<file path="config.mk">
export PLATFORM = sky130hd
export DESIGN_NAME = pipe_scoreboard_flat
export DESIGN_NICKNAME = d
export VERILOG_FILES = /design/src/rtl/pipe_scoreboard_if.sv /design/src/rtl/pipe_scoreboard.sv /design/src/flat_wrapper.sv
export SDC_FILE = /design/constraint.sdc
export NUM_CORES = 1
export LEC_CHECK = 0
export CAP_MARGIN = 10
export CORE_ASPECT_RATIO = 1.5
export CORE_MARGIN = 2
export CORE_UTILIZATION = 37
export CTS_BUF_LIST = sky130_fd_sc_hd__clkbuf_8
export CTS_CLUSTER_SIZE = 12
export DETAILED_ROUTE_END_ITERATION = 8
export GPL_TIMING_DRIVEN = 0
export PLACE_DENSITY = 0.95
export SYNTH_ARGS = -nofsm -noshare
export SYNTH_HDL_FRONTEND = slang
export SYNTH_SLANG_ARGS = --single-unit
</file>
<file path="constraint.sdc">
create_clock -name clk -period 2.6 [get_ports clk]
set_clock_uncertainty 0.1 [all_clocks]
set_input_delay 0.26 -clock clk [delete_from_list [all_inputs] [get_ports clk]]
set_output_delay 0.26 -clock clk [all_outputs]
set_load 0.01 [all_outputs]
</file>
<file path="src/rtl/pipe_scoreboard_if.sv">
// Issue/operand bundle between the ID stage and pipe_scoreboard.
// master = ID-side driver, slave = the scoreboard itself.
interface pipe_scoreboard_if #(
  parameter int unsigned NUM_STAGES = 3,
  parameter int unsigned NUM_SRC    = 2,
  parameter int unsigned REG_ADDR_W = 5,
  parameter int unsigned DATA_W     = 32,
  parameter int unsigned CNT_W      = 32
);
  logic                           issue_valid;
  logic [REG_ADDR_W-1:0]          issue_rd;
  logic                           issue_we;
  logic                           issue_is_load;
  logic [NUM_SRC*REG_ADDR_W-1:0]  src_addr;
  logic [NUM_SRC-1:0]             src_used;
  logic [NUM_STAGES*DATA_W-1:0]   stage_data;
  logic                           hold;
  logic                           flush;
  logic                           stall;
  logic [NUM_SRC-1:0]             fwd_hit;
  logic [NUM_SRC*DATA_W-1:0]      fwd_data;
  logic [CNT_W-1:0]               perf_stall_cnt;
  logic [CNT_W-1:0]               perf_fwd_cnt;

  modport master (
    output issue_valid, issue_rd, issue_we, issue_is_load,
    output src_addr, src_used, stage_data, hold, flush,
    input  stall, fwd_hit, fwd_data, perf_stall_cnt, perf_fwd_cnt
  );

  modport slave (
    input  issue_valid, issue_rd, issue_we, issue_is_load,
    input  src_addr, src_used, stage_data, hold, flush,
    output stall, fwd_hit, fwd_data, perf_stall_cnt, perf_fwd_cnt
  );
endinterface

</file>
<file path="src/rtl/pipe_scoreboard.sv">
// Hazard detection and operand forwarding for an in-order pipeline of NUM_STAGES after ID.
// Optional performance counters are built when SCB_PERF_CNT_EN is defined.
module pipe_scoreboard #(
  parameter int unsigned NUM_STAGES       = 3,
  parameter int unsigned NUM_SRC          = 2,
  parameter int unsigned REG_ADDR_W       = 5,
  parameter int unsigned DATA_W           = 32,
  parameter int unsigned LOAD_READY_STAGE = 1,
  parameter int unsigned CNT_W            = 32
) (
  input  logic               clk,
  input  logic               reset,
  pipe_scoreboard_if.slave   bus
);

  typedef struct packed {
    logic                  v;
    logic [REG_ADDR_W-1:0] rd;
    logic                  we;
    logic                  ld;
  } entry_t;

  entry_t [NUM_STAGES-1:0]             e_q, e_d;
  logic                                flush_pend_q, flush_pend_d;

  logic [NUM_SRC-1:0]                  found_c;
  logic [NUM_SRC-1:0]                  hit_c;
  logic [NUM_SRC-1:0]                  src_haz_c;
  logic [NUM_SRC-1:0][DATA_W-1:0]      data_c;
  logic                                hazard_c;
  logic                                stall_c;
  logic                                accept_c;

  // Per port: the youngest matching in-flight writer decides forward vs. hazard
  always_comb begin
    found_c   = '0;
    hit_c     = '0;
    src_haz_c = '0;
    data_c    = '0;
    for (int s = 0; s < int'(NUM_SRC); s++) begin
      for (int i = 0; i < int'(NUM_STAGES); i++) begin
        if (!found_c[s] && bus.src_used[s]
            && (bus.src_addr[s*REG_ADDR_W +: REG_ADDR_W] != '0)
            && e_q[i].v && e_q[i].we
            && (e_q[i].rd == bus.src_addr[s*REG_ADDR_W +: REG_ADDR_W])) begin
          found_c[s] = 1'b1;
          if (!e_q[i].ld || (i >= int'(LOAD_READY_STAGE))) begin
            hit_c[s]  = 1'b1;
            data_c[s] = bus.stage_data[i*DATA_W +: DATA_W];
          end else begin
            src_haz_c[s] = 1'b1;
          end
        end
      end
    end
  end

  assign hazard_c = |src_haz_c;
  assign stall_c  = bus.hold | hazard_c;
  assign accept_c = bus.issue_valid & ~stall_c & ~(bus.flush | flush_pend_q);

  assign bus.stall    = stall_c;
  assign bus.fwd_hit  = hit_c;
  assign bus.fwd_data = data_c;

  // Shift the in-flight record unless held; a held flush is deferred to the next advance
  always_comb begin
    e_d          = e_q;
    flush_pend_d = flush_pend_q;
    if (!bus.hold) begin
      e_d[0] = '0;
      if (accept_c) begin
        e_d[0].v  = 1'b1;
        e_d[0].rd = bus.issue_rd;
        e_d[0].we = bus.issue_we;
        e_d[0].ld = bus.issue_is_load;
      end
      for (int i = 1; i < int'(NUM_STAGES); i++) begin
        e_d[i] = e_q[i-1];
      end
      flush_pend_d = 1'b0;
    end else if (bus.flush) begin
      flush_pend_d = 1'b1;
    end
  end

  always_ff @(posedge clk) begin
    if (reset) begin
      e_q          <= '0;
      flush_pend_q <= 1'b0;
    end else begin
      e_q          <= e_d;
      flush_pend_q <= flush_pend_d;
    end
  end

`ifdef SCB_PERF_CNT_EN
  logic [CNT_W-1:0] stall_cnt_q, stall_cnt_d;
  logic [CNT_W-1:0] fwd_cnt_q, fwd_cnt_d;

  // Saturating event counters, frozen while held
  always_comb begin
    stall_cnt_d = stall_cnt_q;
    fwd_cnt_d   = fwd_cnt_q;
    if (!bus.hold) begin
      if (hazard_c && (stall_cnt_q != '1)) stall_cnt_d = stall_cnt_q + CNT_W'(1);
      if (accept_c && (|hit_c) && (fwd_cnt_q != '1)) fwd_cnt_d = fwd_cnt_q + CNT_W'(1);
    end
  end

  always_ff @(posedge clk) begin
    if (reset) begin
      stall_cnt_q <= '0;
      fwd_cnt_q   <= '0;
    end else begin
      stall_cnt_q <= stall_cnt_d;
      fwd_cnt_q   <= fwd_cnt_d;
    end
  end

  assign bus.perf_stall_cnt = stall_cnt_q;
  assign bus.perf_fwd_cnt   = fwd_cnt_q;
`else
  assign bus.perf_stall_cnt = '0;
  assign bus.perf_fwd_cnt   = '0;
`endif

endmodule

</file>
<file path="src/flat_wrapper.sv">
// flat-port wrapper written by rule: the top's interface ports become plain ports
module pipe_scoreboard_flat 
#(
  parameter int unsigned NUM_STAGES       = 3,
  parameter int unsigned NUM_SRC          = 2,
  parameter int unsigned REG_ADDR_W       = 5,
  parameter int unsigned DATA_W           = 32,
  parameter int unsigned LOAD_READY_STAGE = 1,
  parameter int unsigned CNT_W            = 32
)
  (clk, reset, bus_issue_valid, bus_issue_rd, bus_issue_we, bus_issue_is_load, bus_src_addr, bus_src_used, bus_stage_data, bus_hold, bus_flush, bus_stall, bus_fwd_hit, bus_fwd_data, bus_perf_stall_cnt, bus_perf_fwd_cnt);
  pipe_scoreboard_if #(.NUM_STAGES(NUM_STAGES), .NUM_SRC(NUM_SRC), .REG_ADDR_W(REG_ADDR_W), .DATA_W(DATA_W), .CNT_W(CNT_W)) bus_i ();
  input  logic clk;
  input  logic reset;
  input wire logic [$bits(bus_i.issue_valid)-1:0] bus_issue_valid;
  input wire logic [$bits(bus_i.issue_rd)-1:0] bus_issue_rd;
  input wire logic [$bits(bus_i.issue_we)-1:0] bus_issue_we;
  input wire logic [$bits(bus_i.issue_is_load)-1:0] bus_issue_is_load;
  input wire logic [$bits(bus_i.src_addr)-1:0] bus_src_addr;
  input wire logic [$bits(bus_i.src_used)-1:0] bus_src_used;
  input wire logic [$bits(bus_i.stage_data)-1:0] bus_stage_data;
  input wire logic [$bits(bus_i.hold)-1:0] bus_hold;
  input wire logic [$bits(bus_i.flush)-1:0] bus_flush;
  output wire logic [$bits(bus_i.stall)-1:0] bus_stall;
  output wire logic [$bits(bus_i.fwd_hit)-1:0] bus_fwd_hit;
  output wire logic [$bits(bus_i.fwd_data)-1:0] bus_fwd_data;
  output wire logic [$bits(bus_i.perf_stall_cnt)-1:0] bus_perf_stall_cnt;
  output wire logic [$bits(bus_i.perf_fwd_cnt)-1:0] bus_perf_fwd_cnt;
  assign bus_i.issue_valid = bus_issue_valid;
  assign bus_i.issue_rd = bus_issue_rd;
  assign bus_i.issue_we = bus_issue_we;
  assign bus_i.issue_is_load = bus_issue_is_load;
  assign bus_i.src_addr = bus_src_addr;
  assign bus_i.src_used = bus_src_used;
  assign bus_i.stage_data = bus_stage_data;
  assign bus_i.hold = bus_hold;
  assign bus_i.flush = bus_flush;
  assign bus_stall = bus_i.stall;
  assign bus_fwd_hit = bus_i.fwd_hit;
  assign bus_fwd_data = bus_i.fwd_data;
  assign bus_perf_stall_cnt = bus_i.perf_stall_cnt;
  assign bus_perf_fwd_cnt = bus_i.perf_fwd_cnt;
  pipe_scoreboard #(.NUM_STAGES(NUM_STAGES), .NUM_SRC(NUM_SRC), .REG_ADDR_W(REG_ADDR_W), .DATA_W(DATA_W), .LOAD_READY_STAGE(LOAD_READY_STAGE), .CNT_W(CNT_W)) u_core (.clk(clk), .reset(reset), .bus(bus_i));
endmodule
</file>
* Yosys cells after proc, flatten, opt, wreduce, memory -nomap -nowiden *
Cells that the tools add are included.

cells by class
  equal/unequal tests = 6
  multiplexer cells = 22
  bitwise gates (word level) = 7
  reduce and logical (&&, ||, !) cells = 36

operator list
  operator             number
  32-bit 2-to-1 mux    7
  5-bit equality test  6
  1-bit logical AND    28
  1-bit 2-to-1 mux     14
  5-bit nonzero test   2
  8-bit 2-to-1 mux     1
  1-bit zero test      4
  2-bit OR reduction   2
  1-bit inverter       3
  1-bit bitwise AND    2
  1-bit bitwise OR     2

storage, ports and cells
  register bits = 23
  input bits = 120
  output and inout port bits = 131
  logic and storage cells = 82

* Depth between registers and ports, before layout *
Gate-level depths: netlist of run 1.

  depth in word-level cells = 20
  gate-level depth with buffers = 8
  mapped depth without buffers = 5

* Worst setup path before layout of run 1 *
OpenSTA, ideal clock, no wires.

  path type = input port to output port
  from = in bus_src_addr[0]
  to = out bus_fwd_data[10]
  arrival = 1.955 ns
  required time = 2.240 ns
  path slack = 0.285 ns
  cell stages on the path = 8
  buffers on the path = 3
  cells stage by stage = or4_1 o21ai_1 o21ba_1 buf_4 or4b_1 buf_6 buf_8 mux2_4

on the way
  longest elaborated chain between the ends = 20
  elaborated cells between the ends (all ways) = 25
  classes of those cells = eq/ne: 3; mux: 5; reduce/logical: 17

RTL lines
  element                         line                   RTL
  from (decl)                     flat_wrapper.sv:19     input wire logic [$bits(bus_i.src_addr)-1:0] bus_src_addr;
  5-bit nonzero test              pipe_scoreboard.sv:43  && (bus.src_addr[s*REG_ADDR_W +: REG_ADDR_W] != '0)
  1-bit logical AND               pipe_scoreboard.sv:43
  1-bit logical AND (2 in a row)  pipe_scoreboard.sv:44  && e_q[i].v && e_q[i].we
  1-bit logical AND               pipe_scoreboard.sv:45  && (e_q[i].rd == bus.src_addr[s*REG_ADDR_W +: REG_ADDR_W])) begin
  1-bit 2-to-1 mux                pipe_scoreboard.sv:42  if (!found_c[s] && bus.src_used[s]
  1-bit zero test                 pipe_scoreboard.sv:42
  1-bit logical AND               pipe_scoreboard.sv:42
  1-bit logical AND               pipe_scoreboard.sv:43
  1-bit logical AND (2 in a row)  pipe_scoreboard.sv:44
  1-bit logical AND               pipe_scoreboard.sv:45
  1-bit 2-to-1 mux                pipe_scoreboard.sv:42
  1-bit zero test                 pipe_scoreboard.sv:42
  1-bit logical AND               pipe_scoreboard.sv:42
  1-bit logical AND               pipe_scoreboard.sv:43
  1-bit logical AND (2 in a row)  pipe_scoreboard.sv:44
  1-bit logical AND               pipe_scoreboard.sv:45
  32-bit 2-to-1 mux (*)           pipe_scoreboard.sv:42
  to (decl)                       flat_wrapper.sv:26     output wire logic [$bits(bus_i.fwd_data)-1:0] bus_fwd_data;

Every way passes the cells marked *; elsewhere a longest branch is shown, timed or not.

* Final worst setup path of run 1 *
  from = reg u_core.e_q[3] (netlist name)
  to = out bus_fwd_data[3]

on the way
  longest elaborated chain between the ends = 17
  elaborated cells between the ends (all ways) = 19
  classes of those cells = eq/ne: 1; mux: 5; reduce/logical: 13

RTL lines
  element                         line                   RTL
  from (decl)                     pipe_scoreboard.sv:23  entry_t [NUM_STAGES-1:0] e_q, e_d;
  from (signal assigned)          pipe_scoreboard.sv:89  e_q <= '0;
  from (signal assigned)          pipe_scoreboard.sv:92  e_q <= e_d;
  5-bit equality test (*)         pipe_scoreboard.sv:45
  1-bit logical AND (*)           pipe_scoreboard.sv:45
  1-bit 2-to-1 mux                pipe_scoreboard.sv:42
  1-bit zero test                 pipe_scoreboard.sv:42
  1-bit logical AND               pipe_scoreboard.sv:42
  1-bit logical AND               pipe_scoreboard.sv:43
  1-bit logical AND (2 in a row)  pipe_scoreboard.sv:44
  1-bit logical AND               pipe_scoreboard.sv:45
  1-bit 2-to-1 mux                pipe_scoreboard.sv:42
  1-bit zero test                 pipe_scoreboard.sv:42
  1-bit logical AND               pipe_scoreboard.sv:42
  1-bit logical AND               pipe_scoreboard.sv:43
  1-bit logical AND (2 in a row)  pipe_scoreboard.sv:44
  1-bit logical AND               pipe_scoreboard.sv:45
  32-bit 2-to-1 mux (*)           pipe_scoreboard.sv:42

Marks and branches as above.

==> flow_summary.yaml, run 1 <==
setup_path:
  crit_slowest_cell: "dfxtp_4"
  crit_type: "flip-flop to output pin"
  worst_ep_arrival_time_ps: 2500
  cp_common_cell: "buf_4"
  path_cells: "xnor2_1, nand4_1, buf_4, buf_4, nor3_4, buf_4, buf_4, clkbuf_2, a32o_1, mux2_4, buf_6"
  required_ps: 2240
  critPathCaptureType: "output pin"
  crit_fanout: 10
  crit_buf_inv: 6
  start_kind: "flip-flop"
  slowest_delay_ps: 360
  cp_top_family: "buffers and inverters"
sta:
  rsz0062_at_grt: "true"
  worst_pin_slew_ps: 873.3
  layout_min_cycle_time_ps: 2862
  hold_ws_ps: 407.3
  max_slew_margin_pct: 41.78
  hold_viol_final: 0
  drv_slew: 0
  min_period_over_period_pct: 110.1
  timing.fmax_mhz: 349.4
  worst_slack_ps: -262.3
  setup_viol: 59
placed_design:
  portBuffers: 185
  post-place-ws_ps: -1265
  place_hpwl_mm: 12.05
  placed_cells: 765
  routabilityCongestion: 0.9867
floorplanning:
  io_pins: 251
  die_w_um: 84.40
  initial_core_util_pct: 37.45
  coreArea_um2: 9579
  die_height_um: 124.6
  dieArea_um2: 10520
  num_rows: 44
yosys:
  avgSynthCellArea_um2: 8.923
  ys_async_sr_fraction_pct: 0
  synth_common_cells: "buf_4 (67), a32o_1 (58), nor2b_1 (33), mux2_4 (29), xnor2_1 (24)"
  synth_top_area_cell: "a32o_1"
  synth_top_cell_area_share_pct: 16.18
  yosysWarnings: 0
  synth_edf_count: 0
  syn_inst: 402
  post_synth_instance_area_um2: 3587
  synth.area.top_cells: "a32o_1 (16%), buf_4 (14%), dfxtp_1 (13%)"
  synth_cell_types: 34
  synth_ff_type: "dfxtp_1"
  synth.most_common_cell: "buf_4"
  seq_area_frac_synth_pct: 12.84
  synth-seq-cells: 23
grt:
  antenna_found_initial: 0
  grt_pass1_wl_mm: 25.08
  grt_pass1_vias: 4863
  grt_use_total_pct: 29.90
  grt_start_max_net_pins: 14
  grt-ovfl-total: 0
drt:
  drt_iter0_markers: 366
  drt-total-wl_mm: 18.54
  route.vias.total: 4805
  first_pass_iters: 5
  drc: 0
  avgViaCountPerCell: 5.761
  postRouteAntennaNets: 0
  routedWlPerCell_um: 22.23
clock_tree:
  path_clk_slew_ps: 90
  clockBufferDepth: 2
  clock-sinks: 23
  h-tree-depth: 1
  numCtsBuffers: 3
  cts-root-buf: "clkbuf_8"
  cts_tree: "yes"
  clk_latency_ps: 270
pwr:
  p_leak_nw: 3.345
  power_mw: 1.162
  vdd_drop_max_v: 0.0003058
  powerDensity_nw_per_um2: 162.3
cells_and_area:
  n_antenna_cell: 0
  finalNonFillerCells: 834
  final_layout_size_suffix_gt1_share_pct: 48.96
  nNetsFinal: 840
  final_core_util_pct: 74.75
  synthToLayoutAreaGrowth_pct: 99.62
min_path:
  hold_path.class: "flip-flop to flip-flop"
outcome:
  violations: "negative setup slack"
  status: "finished with violations"
flow_run:
  drv_cap: 0
## sequential cells by signal, summed over array words and instances, names as in the netlist
| register | count |
|---|---|
| u_core.e_q | 22 |
| u_core.flush_pend_q | 1 |
## per-stage QoR
stage	TNS, ps	instance area (um2)
final	-8548	7161
after global routing	-11490	7161
after CTS	-5192	6679
after detailed placement	-77460	5819
after global placement	-73590	5819
after floorplan	0	3824
## where the power goes
group / switching (mW) / internal [mW]
Clock: 0.124 / 0.107
Sequential: 0.00807 / 0.353
Combinational: 0.243 / 0.327
Total: 0.375 / 0.788
## layer usage
layer / vias to the layer above / GRT usage [%] / routed length, um
li1: 2036 / - / -
met1: 2266 / 29.54 / 6171
met2: 410 / 57.00 / 9844
met3: 93 / 4.506 / 1512
met4: 0 / 17.83 / 1014
met5: - / 0 / 0
## cells in the final DEF, fill, tap and decap left out, types with 3 or more instances in the layout
cell / netlist / layout
clkbuf_2: 0 / 8
xnor2_2: 0 / 4
buf_6: 3 / 74
nand3_1: 19 / 17
nor3_4: 0 / 3
clkbuf_1: 21 / 7
nand4_1: 5 / 5
conb_1: 1 / 64
dfxtp_4: 0 / 6
buf_8: 3 / 7
buf_2: 6 / 16
buf_12: 0 / 12
dfxtp_2: 0 / 4
clkbuf_8: 0 / 7
nor2b_1: 33 / 33
xor2_2: 0 / 5
a2bb2oi_2: 0 / 9
a32o_1: 58 / 53
dfxtp_1: 23 / 13
mux2_2: 22 / 3
buf_4: 67 / 105
mux2i_1: 14 / 14
mux2_4: 29 / 48
a32o_2: 0 / 5
a2bb2oi_1: 13 / 4
xnor2_1: 24 / 20
nand2_1: 6 / 5
nor2_1: 15 / 15
a22oi_2: 0 / 13
clkdlybuf4s50_1: 0 / 107
## final cells by class
class	count	area [um2]
timing repair buffer	254	2556
sequential	23	488.0
multi-input combinational	340	3067
fill	616	2419
clock inverter	1	5.005
tap	115	143.9
buffer	97	855.8
inverter	1	3.754
clock buffer	3	41.29
## repair_timing
action                                  4_1_cts  5_1_grt
endpoints found under the setup margin       75       67
setup buffers                                47       18
hold buffers                                  0        0
resized for setup                           437      108
cloned                                        2        2
pin swaps                                    23       37
## cell families (layout without fill, tap and decap cells)
family	after synthesis	count (layout)	synth area share (%)
multiplexers	65	65	22.95
AO/OA/AOI/OAI	92	92	23.86
flip-flops	23	23	12.84
other	1	64	0.1045
AND/OR/NAND/NOR	89	89	13.46
buffers and inverters	102	356	19.46
XOR/XNOR	30	30	7.325
## worst paths after layout
check	end	cells past startpoint	startpoint	slack (ps)
worst max-delay path	bus_fwd_data[3]	11	u_core.e_q[3]$_SDFFE_PP0N_	-260
worst min-delay path	u_core.e_q[3]$_SDFFE_PP0N_	1	u_core.e_q[3]$_SDFFE_PP0N_	410
worst max register to register	u_core.e_q[5]$_SDFFE_PP0N_	11	u_core.e_q[3]$_SDFFE_PP0N_	220
worst min register to register	u_core.e_q[3]$_SDFFE_PP0N_	1	u_core.e_q[3]$_SDFFE_PP0N_	410
(Power assumes the default switching activity.)
==> inputs of run 2 (changes only) <==
--- a/config.mk
+++ b/config.mk
@@ -14,6 +14,8 @@
 export DETAILED_ROUTE_END_ITERATION = 8
 export GPL_TIMING_DRIVEN = 0
 export PLACE_DENSITY = 0.95
+export SETUP_SLACK_MARGIN = 0.15
+export SKIP_LAST_GASP = 1
 export SYNTH_ARGS = -nofsm -noshare
 export SYNTH_HDL_FRONTEND = slang
 export SYNTH_SLANG_ARGS = --single-unit
==> run 2 against run 1 <==
Net effect:
- the run still ends with negative setup slack left
- die area unchanged
- setup slack improved by 26 ps
- design area increased by 2.2%
- sequential share of layout area decreased by 0.15 points
- worst hold slack improved by 15 ps
- power about the same
- register-to-register slack about the same
- clock-buffer cell count unchanged
==> flow_summary.yaml, run 2 (synthesis results as in run 1) <==
setup_path:
  path_cells: "xnor2_1, nand4_1, o21ba_4, buf_6, or4b_4, buf_8, buf_6, buf_12, mux2_4, buf_6"
  crit_slowest_cell: "or4b_4"
  critPathCaptureType: "output pin"
  crit_type: "flip-flop to output pin"
  required_ps: 2240
  worst_ep_arrival_time_ps: 2480
  cp_common_cell: "buf_6"
  crit_fanout: 5
  start_kind: "flip-flop"
  slowest_delay_ps: 460
  reg2reg_depth: 11
sta:
  fin_tns_setup_ps: -9738
  layout_min_cycle_time_ps: 2836
  hold_ws_ps: 421.9
  worst_pin_slew_ps: 852.9
  drv_slew: 0
  min_period_over_period_pct: 109.1
  max_slew_margin_pct: 42.67
  setup_viol: 65
  worst_slack_ps: -236.5
  timing.fmax_mhz: 352.5
  rsz0062_at_grt: "true"
  hold_viol_final: 0
clock_tree:
  postCtsHoldBufs: 0
  h-tree-depth: 1
  clockBufferDepth: 2
  clk_latency_ps: 270
  numCtsBuffers: 3
  path_clk_slew_ps: 90
  cts_tree: "yes"
  cts-root-buf: "clkbuf_8"
  clock-sinks: 23
pwr:
  p_leak_nw: 3.475
  vdd_drop_max_v: 0.0002600
  powerDensity_nw_per_um2: 158.9
  power_mw: 1.163
min_path:
  hold_path.class: "flip-flop to flip-flop"
  whs_path_depth: 1
drt:
  avgViaCountPerCell: 5.793
  postRouteAntennaNets: 0
  routedWlPerCell_um: 22.18
  first_pass_iters: 8
  drt-total-wl_mm: 18.63
  drc: 0
  drt_iter0_markers: 494
  route.vias.total: 4866
cells_and_area:
  finalNonFillerCells: 840
  multi_input_area_um2: 3029
  nNetsFinal: 846
  nFillCells: 584
  top_register: "u_core.e_q"
  n_antenna_cell: 0
  seqCellArea_um2: 488.0
  layout_commonest_cell: "clkdlybuf4s50_1"
  fin_area_um2: 7318
  top_regs: "u_core.e_q (22), u_core.flush_pend_q (1)"
  final_core_util_pct: 76.40
  largest_reg_flops: 22
  final_layout_size_suffix_gt1_share_pct: 49.10
  synthToLayoutAreaGrowth_pct: 104.0
  final_cell_mix: "clkdlybuf4s50_1 (107), buf_4 (106), buf_6 (70), conb_1 (64), a32o_1 (51)"
grt:
  grt_pass1_wl_mm: 26.96
  grt_pass1_vias: 5001
  grt_use_total_pct: 32.50
  grt-ovfl-total: 0
  antenna_found_initial: 0
  grt_start_max_net_pins: 14
placed_design:
  routabilityCongestion: 0.9867
  portBuffers: 185
  placed_cells: 765
  post-place-ws_ps: -1265
  place_hpwl_mm: 12.05
  dpl_cell_area_um2: 5819
floorplanning:
  initial_core_util_pct: 37.45
  dieArea_um2: 10520
  die_height_um: 124.6
  coreArea_um2: 9579
  io_pins: 251
  die_w_um: 84.40
  num_rows: 44
outcome:
  status: "finished with violations"
  violations: "negative setup slack"
flow_run:
  drv_cap: 0
run 2: path summary, 6_finish.rpt:
kind	slack (ps)	from	endpoint
worst max-delay path	-240	u_core.e_q[3]$_SDFFE_PP0N_	bus_fwd_data[17]
worst min-delay path	420	u_core.flush_pend_q$_SDFFE_PP0P_	u_core.flush_pend_q$_SDFFE_PP0P_
worst max register to register	210	u_core.e_q[6]$_SDFFE_PP0N_	u_core.e_q[1]$_SDFFE_PP0N_
worst min register to register	420	u_core.flush_pend_q$_SDFFE_PP0P_	u_core.flush_pend_q$_SDFFE_PP0P_
run 2: worst max-delay path, delay by kind of cell, from the launching register on:
kind / cells / cell delay [ps]
simple gates: 2 / 610
buf+inv: 5 / 630
compound gates: 1 / 150
mux: 1 / 300
xor+xnor: 1 / 150
flops: 1 / 360
run 2: power breakdown:
| group | total [mW] | switching (mW) | internal, mW |
|---|---|---|---|
| registers | 0.361 | 0.00825 | 0.353 |
| logic | 0.573 | 0.237 | 0.336 |
| clock network | 0.229 | 0.122 | 0.107 |
run 2: timing repair:
| item | in CTS | in global routing |
|---|---|---|
| buffers inserted | 51 | 11 |
| resized for setup | 506 | 40 |
| pin swaps | 42 | 17 |
| gates cloned | 9 | 0 |
| endpoints found under the setup margin | 75 | 67 |
run 2: layout make-up:
class	count	area share [%]
inverters	1	0.05129
flip-flops and latches	23	6.668
well taps	115	1.966
clock inverters	1	0.06839
multi-input cells	340	41.39
clock buffers	3	0.5642
repair buffers	256	36.69
plain buffers	101	12.60
run 2: routing by layer:
layer  vias to the layer above  wire, um  GRT usage, %  part of all wire [%]
met2                       467      9710         60.32                    52
met1                      2225      5932         31.80                    32
met4                         0      1377         22.22                   7.4
met3                       124      1612         5.699                   8.7
li1                       2050         -             -                     -
met5                         -         0             0                     0
